--- config.mk ---
export PLATFORM = sky130hd
export DESIGN_NAME = factorial_job_sequencer
export DESIGN_NICKNAME = d
export VERILOG_FILES = /design/src/rtl/factorial_job_sequencer.sv
export SDC_FILE = /design/constraint.sdc
export NUM_CORES = 1
export LEC_CHECK = 0
export ABC_CLOCK_PERIOD_IN_PS = 2500
export CAP_MARGIN = 5
export CORE_AREA = 2 2 87 89
export CTS_BUF_LIST = sky130_fd_sc_hd__clkbuf_16
export DETAILED_ROUTE_END_ITERATION = 10
export DIE_AREA = 0 0 89 91
export PLACE_DENSITY = 0.74
export SLEW_MARGIN = 0
export SYNTH_ARGS = -nofsm -noshare
export SYNTH_HDL_FRONTEND = slang
export SYNTH_SLANG_ARGS = --single-unit
--- constraint.sdc ---
create_clock -name Clk -period 2.5 [get_ports Clk]
set_clock_uncertainty 0.15 [all_clocks]
set_input_delay 0.5 -clock Clk [delete_from_list [all_inputs] [get_ports Clk]]
set_output_delay 0.5 -clock Clk [all_outputs]
set_load 0.01 [all_outputs]
--- src/rtl/factorial_job_sequencer.sv ---
// Job front-end for the factorial engine: operand FIFO, clear/start/wait sequencing, result return.
// Define FACT_OVERFLOW_CHECK_EN to reject operands above 8 without launching them.
module factorial_job_sequencer #(
    parameter int DEPTH   = 4,
    parameter int TIMEOUT = 64
) (
    input  logic        Clk,
    input  logic        Rst,
    input  logic        in_valid,
    output logic        in_ready,
    input  logic [7:0]  in_n,
    output logic        out_valid,
    input  logic        out_ready,
    output logic [7:0]  out_n,
    output logic [15:0] out_result,
    output logic        out_err,
    output logic        busy,
    output logic        eng_rst,
    output logic        eng_start,
    output logic [7:0]  eng_n,
    input  logic        eng_done,
    input  logic [15:0] eng_result
);
    localparam int AW = $clog2(DEPTH);
    localparam int CW = $clog2(TIMEOUT);
    localparam logic [AW:0]   FULL    = (AW+1)'(DEPTH);
    localparam logic [CW-1:0] TO_LAST = CW'(TIMEOUT - 1);

    localparam logic [2:0] S_IDLE   = 3'd0;
    localparam logic [2:0] S_CLEAR  = 3'd1;
    localparam logic [2:0] S_LAUNCH = 3'd2;
    localparam logic [2:0] S_WAIT   = 3'd3;
    localparam logic [2:0] S_DRAIN  = 3'd4;

    logic [2:0]    state_q, state_d;
    logic [7:0]    fifo_q [DEPTH];
    logic [AW-1:0] wr_ptr_q, rd_ptr_q;
    logic [AW:0]   count_q;
    logic          push, pop, reject;
    logic [7:0]    head;
    logic [7:0]    job_n_q, job_n_d;
    logic [CW-1:0] tmo_q, tmo_d;
    logic          out_valid_q, out_valid_d;
    logic [7:0]    out_n_q, out_n_d;
    logic [15:0]   out_result_q, out_result_d;
    logic          out_err_q, out_err_d;
    logic          eng_rst_q, eng_rst_d;
    logic          eng_start_q, eng_start_d;
    logic [7:0]    eng_n_q, eng_n_d;

    assign in_ready = (count_q != FULL);
    assign push     = in_valid && in_ready;
    assign pop      = (state_q == S_CLEAR);
    assign head     = fifo_q[rd_ptr_q];

`ifdef FACT_OVERFLOW_CHECK_EN
    assign reject = (head > 8'd8);
`else
    assign reject = 1'b0;
`endif

    assign busy       = (state_q != S_IDLE);
    assign out_valid  = out_valid_q;
    assign out_n      = out_n_q;
    assign out_result = out_result_q;
    assign out_err    = out_err_q;
    assign eng_rst    = eng_rst_q;
    assign eng_start  = eng_start_q;
    assign eng_n      = eng_n_q;

    always_comb begin
        state_d      = state_q;
        job_n_d      = job_n_q;
        tmo_d        = tmo_q;
        out_valid_d  = out_valid_q;
        out_n_d      = out_n_q;
        out_result_d = out_result_q;
        out_err_d    = out_err_q;
        eng_n_d      = eng_n_q;
        eng_rst_d    = 1'b0;
        eng_start_d  = 1'b0;
        unique case (state_q)
            S_IDLE: begin
                // The clear pulse is registered, so the reject decision is made one cycle early.
                if (count_q != '0) begin
                    state_d   = S_CLEAR;
                    eng_rst_d = !reject;
                end
            end
            S_CLEAR: begin
                job_n_d = head;
                if (reject) begin
                    state_d      = S_DRAIN;
                    out_valid_d  = 1'b1;
                    out_n_d      = head;
                    out_result_d = 16'hFFFF;
                    out_err_d    = 1'b1;
                end else begin
                    state_d     = S_LAUNCH;
                    eng_start_d = 1'b1;
                    eng_n_d     = head;
                end
            end
            S_LAUNCH: begin
                tmo_d   = '0;
                state_d = S_WAIT;
            end
            S_WAIT: begin
                if (eng_done) begin
                    state_d      = S_DRAIN;
                    out_valid_d  = 1'b1;
                    out_n_d      = job_n_q;
                    out_result_d = eng_result;
                    out_err_d    = 1'b0;
                end else if (tmo_q == TO_LAST) begin
                    state_d      = S_DRAIN;
                    out_valid_d  = 1'b1;
                    out_n_d      = job_n_q;
                    out_result_d = 16'h0000;
                    out_err_d    = 1'b1;
                end else begin
                    tmo_d = tmo_q + CW'(1);
                end
            end
            S_DRAIN: begin
                if (out_valid_q && out_ready) begin
                    out_valid_d = 1'b0;
                    state_d     = S_IDLE;
                end
            end
            default: state_d = S_IDLE;
        endcase
    end

    always_ff @(posedge Clk) begin
        if (Rst) begin
            state_q      <= S_IDLE;
            wr_ptr_q     <= '0;
            rd_ptr_q     <= '0;
            count_q      <= '0;
            job_n_q      <= '0;
            tmo_q        <= '0;
            out_valid_q  <= 1'b0;
            out_n_q      <= '0;
            out_result_q <= '0;
            out_err_q    <= 1'b0;
            eng_rst_q    <= 1'b0;
            eng_start_q  <= 1'b0;
            eng_n_q      <= '0;
        end else begin
            state_q      <= state_d;
            job_n_q      <= job_n_d;
            tmo_q        <= tmo_d;
            out_valid_q  <= out_valid_d;
            out_n_q      <= out_n_d;
            out_result_q <= out_result_d;
            out_err_q    <= out_err_d;
            eng_rst_q    <= eng_rst_d;
            eng_start_q  <= eng_start_d;
            eng_n_q      <= eng_n_d;
            if (push) wr_ptr_q <= wr_ptr_q + AW'(1);
            if (pop)  rd_ptr_q <= rd_ptr_q + AW'(1);
            unique case ({push, pop})
                2'b10:   count_q <= count_q + (AW+1)'(1);
                2'b01:   count_q <= count_q - (AW+1)'(1);
                default: count_q <= count_q;
            endcase
        end
    end

    always_ff @(posedge Clk) begin
        if (push) fifo_q[wr_ptr_q] <= in_n;
    end
endmodule
# Word level (Yosys, flattened, before mapping)
# Memories as Yosys holds them, arrays and structs flattened. A register that Yosys moved wholly into a read port is not among the register bits.
# Cells that the tools add are included.
[totals] output_inout_bits=38 ram_bits=32 reg_bits=44 n_memories=1 word_cells=67 in_bits=29
[memory_table] name="fifo_q" words=4 word_bits=8 rd=1 rd_clocked_by_memory_dff=1 wr=1 line="36" source="logic [7:0] fifo_q [DEPTH];"
[classes] reduce_logical=14 n_addsub=5 eq_ne=13 mux=22 bitwise=1
[op_table] operator="two-way mux 16 bit" count=2
[op_table] operator="two-way mux 8 bit" count=2
[op_table] operator="case mux 3 bit (5 select lines)" count=1
[op_table] operator="two-way mux 3 bit" count=4
[op_table] operator="two-way mux 6 bit" count=2
[op_table] operator="case mux 6 bit (2 select lines)" count=1
[op_table] operator="AND reduction 3 bit" count=3
[op_table] operator="two-way mux 1 bit" count=8
[op_table] operator="!= test 2 bit, second input constant" count=4
[op_table] operator="nonzero test 2 bit" count=4
[op_table] operator="adder 6 x 1 -> 6 bit, second input constant" count=1
[op_table] operator="== test 3 x 2 -> 1 bit, second input constant" count=2
[op_table] operator="== test 6 bit, second input constant" count=1
[op_table] operator="!= test 3 bit, second input constant" count=2
[op_table] operator="case mux 3 bit (2 select lines)" count=1
[op_table] operator="nonzero test 3 bit" count=2
[op_table] operator="adder 2 x 1 -> 2 bit, second input constant" count=2
[op_table] operator="adder 3 x 1 -> 3 bit, second input constant" count=1
[op_table] operator="== test 3 x 1 -> 1 bit, second input constant" count=1
[op_table] operator="== test 3 bit, second input constant" count=1
[op_table] operator="logical NOT 3 bit" count=1
[op_table] operator="subtractor 3 x 1 -> 3 bit, second input constant" count=1
[op_table] operator="== test 2 x 1 -> 1 bit, second input constant" count=1
[op_table] operator="== test 2 bit, second input constant" count=1
[op_table] operator="5 further kinds" count=6

# Longest topological paths before layout
[depth] depth_word=4 mapped_depth=9 depth_no_buf=8

# Worst setup path after synthesis
# Ideal clock, no wire load.
[synth_path] path_kind="register to register" start="reg count_q[0]" end="reg count_q[2]" synth_period_minus_slack_ns=2.293 arrival_ns=2.072 slack_ns=0.207 required_ns=2.279 setup_time_ns=0.071 n_path_buf=1 stages_incl_launch_ff=10 path_cell_list="dfxtp_1 -> or3b_1 -> buf_2 -> nand2_1 -> ha_1 -> inv_1 -> fa_1 -> xor2_1 -> or3_1 -> a21oi_1"
[synth_via] elab_chain_len=4 word_cells_on_any_way=8 classes_between="add/sub (2); eq/ne (3); mux (1); reduce/logical (2)"
[synth_rtl] element="start, declared" line="38" source="logic [AW:0] count_q;"
[synth_rtl] element="start signal, assigned" line="164" source="2'b10: count_q <= count_q + (AW+1)'(1);"
[synth_rtl] element="start signal, assigned" line="165" source="2'b01: count_q <= count_q - (AW+1)'(1);"
[synth_rtl] element="start signal, assigned" line="166" source="default: count_q <= count_q;"
[synth_rtl] element="!= test 3 bit *" line="51" source="assign in_ready = (count_q != FULL);"
[synth_rtl] element="via in_ready" line="10" source="output logic in_ready,"
[synth_rtl] element="logical AND 1 bit *" line="52" source="assign push = in_valid && in_ready;"
[synth_rtl] element="== test 2 x 1 -> 1 bit or == test 2 bit (tied branches)" line="163" source="unique case ({push, pop})"
[synth_rtl] element="case mux 3 bit (2 select lines) or nonzero test 2 bit (tied branches)"
# Mark *: on every way through the listed nets, which the timed path passes. The rest lies on a longest branch.
# A chain may end at the register's enable or synchronous reset.

# Worst setup path in the final report
[layout_path] start="reg count_q[2]" end="out in_ready"
[layout_via] elab_chain_len=1
[layout_rtl] element="!= test 3 bit" line="51"
[layout_rtl] element="end, declared" line="10"
# No other way between the ends.

==> metrics.md <==
| Metric | Value |
|---|---|
| Outcome | `finished, final reports clean` |
| Die W | `89 µm` |
| Bufs on Longest Clock Path | `2` |
| TritonCTS clock tree | `built` |
| Buf+Inv Stages, Crit Path | `2` |
| Power, Total | `0.00397 W` |
| Core region area | `between 7000 and 8000 µm²` |
| H-tree Lvls | `3` |
| Combinational Power Share | `20.0%` |
| Gp weighted congestion | `0.796` |
| PD cells | `881 nW/µm²` |
| Starting density of the core | `47.3%` |
| Vias in the first global route | `2,192` |
| Reg2reg start | `count_q[2]` |
| DRT Pass-1 Iters | `4` |
| Final Hold Vio Count | `0` |
| CP startpoint kind | `flip-flop` |
| GRT Resource Usage Total | `16.6%` |
| Data required, critical path | `1850 ps` |
| Distinct cells, synth | `55` |
| Clk Latency, worst-skew pair | `about 330 ps` |
| Largest net degree at the start of global routing | `37` |
| DR DRC count | `0` |
| CP Capture Type | `output pin` |
| P_int | `0.00298 W` |
| Die Span Y | `91 µm` |
| Asr flop ratio synth | `0%` |
| DIE AREA | `between 8000 and 9000 µm²` |
| Number of CTS-inserted buffers | `9` |
| Crit-path max FO | `9` |
| Setup CP Type | `flip-flop to output pin` |
| Switching Fraction | `25.0%` |
| Max-Cap Viols | `0` |
| Synth warn | `0` |
| Synthesized cell area | `3370 µm²` |
| WL per Instance | `14.9 µm` |
| Slew HR | `34.3%` |
| PortBufs | `between 60 and 70` |
| Final WL | `roughly 6500 µm` |
| CTS sink count | `84` |
| Critical-path cell list | `or3b_1 -> buf_4 -> clkdlybuf4s50_1` |
| Switching Power | `0.000992 W` |
| Post-CTS setup repair buffer count | `0` |
| Worst Reg2Reg Path Length in Cells | `8` |
| Grt total ovfl | `0` |
| Leak | `1.63 nW` |
| Hold path depth | `2` |
| Top Family by Delay on Critical Path | `buffers and inverters` |
| Max stage delay on crit path | `470 ps` |
| Antenna violations before repair | `0` |
| Via count | `2,258` |
| Maximum vdd drop | `0.464 mV` |
| Clk network pwr share | `37.6%` |
| FMAX | `0.411 GHz` |
| Post-Syn Nets | `295` |
| Post-cts gate resize count | `0` |
| Row cnt | `31` |
| Global-route wire length before repair | `10,100 µm` |
| DP HPWL | `4420 µm` |
| Setup TNS | `0 ps` |
| Hold-fix buffers at CTS | `0` |
| Worst slew pin tran | `979 ps` |
| Worst hold start | `out_n[0]` |
| Hold crit path type | `flip-flop to flip-flop` |
| CTS root buf | `clkbuf_16` |
| Post-synth EDFFs | `32` |
| Final number of setup-violating endpoints | `0` |
| Diodes inserted | `0` |
| IO Pins | `67` |
| Fin crit period | `2440 ps` |
| Cells after synthesis | `259` |
| Fill cells | `about 580` |
| Data arrival, critical path | `1790 ps` |
| Most frequent cells in the layout | `66 x clkdlybuf4s50_1, 52 x dfxtp_1, 32 x edfxtp_1, 19 x nand2b_1, 16 x a22o_1` |
| CP Launch Point | `count_q[2]` |
| Clock transition at path regs | `60 ps` |
| Sequential Power Share | `42.3%` |
| Fin. max-slew vios | `0` |
| Register area share after synthesis | `59.3%` |
| Area growth syn-to-layout | `33.6%` |
| Synthesized area per cell | `13.0 µm²` |
| Yosys reg bits | `84` |
| Antenna viol nets, final | `0` |
| RSZ-0062 raised after global routing | `false` |
| Initial drt markers | `69` |
| Logic depth of the worst path, buffers included | `3` |
| Primary FF master, synth | `dfxtp_1` |
| Final period util | `97.4%` |
| Commonest non-fill, non-tap cell in the layout | `clkdlybuf4s50_1` |
| Vias per inst | `between 5 and 6` |
| Slowest-stage cell, CP | `clkdlybuf4s50_1` |
| NumNets Final | `366` |
| Layout cell share with drive strength beyond 1 | `12.2%` |
==> cell usage after synthesis (2+ instances only) <==
cell | instances | area share [%]
a211oi_1 | 4 | 0.89
mux2i_1 | 8 | 2.4
nor3_1 | 2 | 0.30
buf_1 | 2 | 0.22
o21ai_0 | 5 | 0.74
o2bb2ai_1 | 8 | 2.1
and4b_1 | 2 | 0.59
and3_1 | 5 | 0.93
ha_1 | 6 | 2.2
nor2_1 | 9 | 1.0
inv_1 | 9 | 1.0
a22o_1 | 16 | 4.2
xnor2_1 | 2 | 0.52
or3_1 | 2 | 0.37
and4bb_2 | 2 | 0.74
clkbuf_1 | 3 | 0.33
edfxtp_1 | 32 | 28
a31oi_1 | 3 | 0.56
buf_2 | 10 | 1.5
nand3_1 | 4 | 0.59
dfxtp_1 | 52 | 31
a21oi_1 | 8 | 1.2
mux4_2 | 8 | 5.3
a21o_1 | 2 | 0.44
xor2_1 | 2 | 0.52
nand2b_1 | 19 | 3.5
nand2_1 | 6 | 0.67
==> tightest hold or removal path, delay by kind of cell, from the launching register on <==
| kind | cells | cell delay [ps] |
|---|---|---|
| AND/OR/NAND/NOR | 1 | 60 |
| multiplexers | 1 | 60 |
| flip-flops | 1 | 310 |
==> stage by stage <==
| stage | cell area (µm²) | hold slack [ps] | utilization, % | setup WS [ps] | instances |
|---|---|---|---|---|---|
| 2_1_floorplan | 3370 | 326 | - | 207 | 259 |
| 6_report | 4510 | 323 | 63.1 | 64.9 | 434 |
| 4_1_cts | 4510 | 327 | 63.1 | 76.8 | 434 |
| 5_1_grt | 4510 | 335 | 63.1 | 2.55 | 434 |
| 3_3_place_gp | 4170 | 298 | 58.4 | 127 | 418 |
| 3_5_place_dp | 4170 | 305 | 58.4 | 77.2 | 418 |
==> registers in the layout, indices dropped and copies added, names as in the netlist, 2 cells and up <==
register,count
fifo_q,32
out_result,16
eng_n,8
out_n,8
tmo_q,6
count_q,3
state_q,3
rd_ptr_q,2
wr_ptr_q,2
==> path summary, 6_finish.rpt <==
check / to / slack [ps]
setup / recovery: in_ready / 60
hold / removal: out_n[0] / 320
setup reg to reg: count_q[2] / 180
hold reg to reg: out_n[0] / 320
==> metal layers <==
layer  vias to the layer above  part of all wire, %  global-route usage [%]
met4                         0                  1.7                    7.46
met2                        64                   46                    27.1
li1                       1129                    -                       -
met5                         -                    0                       0
met1                      1056                   46                    19.9
met3                         9                  6.2                    5.00
==> final cells by class <==
type	count	area [µm²]	share of cell area, %
Sequential cell	84	2000	44.4
Multi-Input combinational cell	150	1260	27.9
Timing Repair Buffer	76	748	16.6
Clock buffer	9	225	5.00
Tap cell	99	124	2.75
Clock inverter	7	115	2.55
Inverter	9	33.8	0.750
==> logic make-up after synthesis <==
logic type | share of synthesized area (%)
flip-flops | 59.3
AND/OR/NAND/NOR | 12.5
AO/OA/AOI/OAI | 13.2
buffers and inverters | 3.38
multiplexers | 7.72
adder cells (fa/ha/maj) | 2.82
XOR/XNOR | 1.04
==> power groups by stage <==
stage / logic, W / clock network [W] / registers, W
2_1_floorplan: 0.000493 / 0 / 0.00169
3_3_place_gp: 0.000786 / 0 / 0.00171
3_5_place_dp: 0.000796 / 0 / 0.00171
4_1_cts: 0.000801 / 0.00152 / 0.00168
5_1_grt: 0.000869 / 0.00156 / 0.00170
6_report: 0.000794 / 0.00149 / 0.00168
No activity file was read; power rests on OpenSTA's default activity.
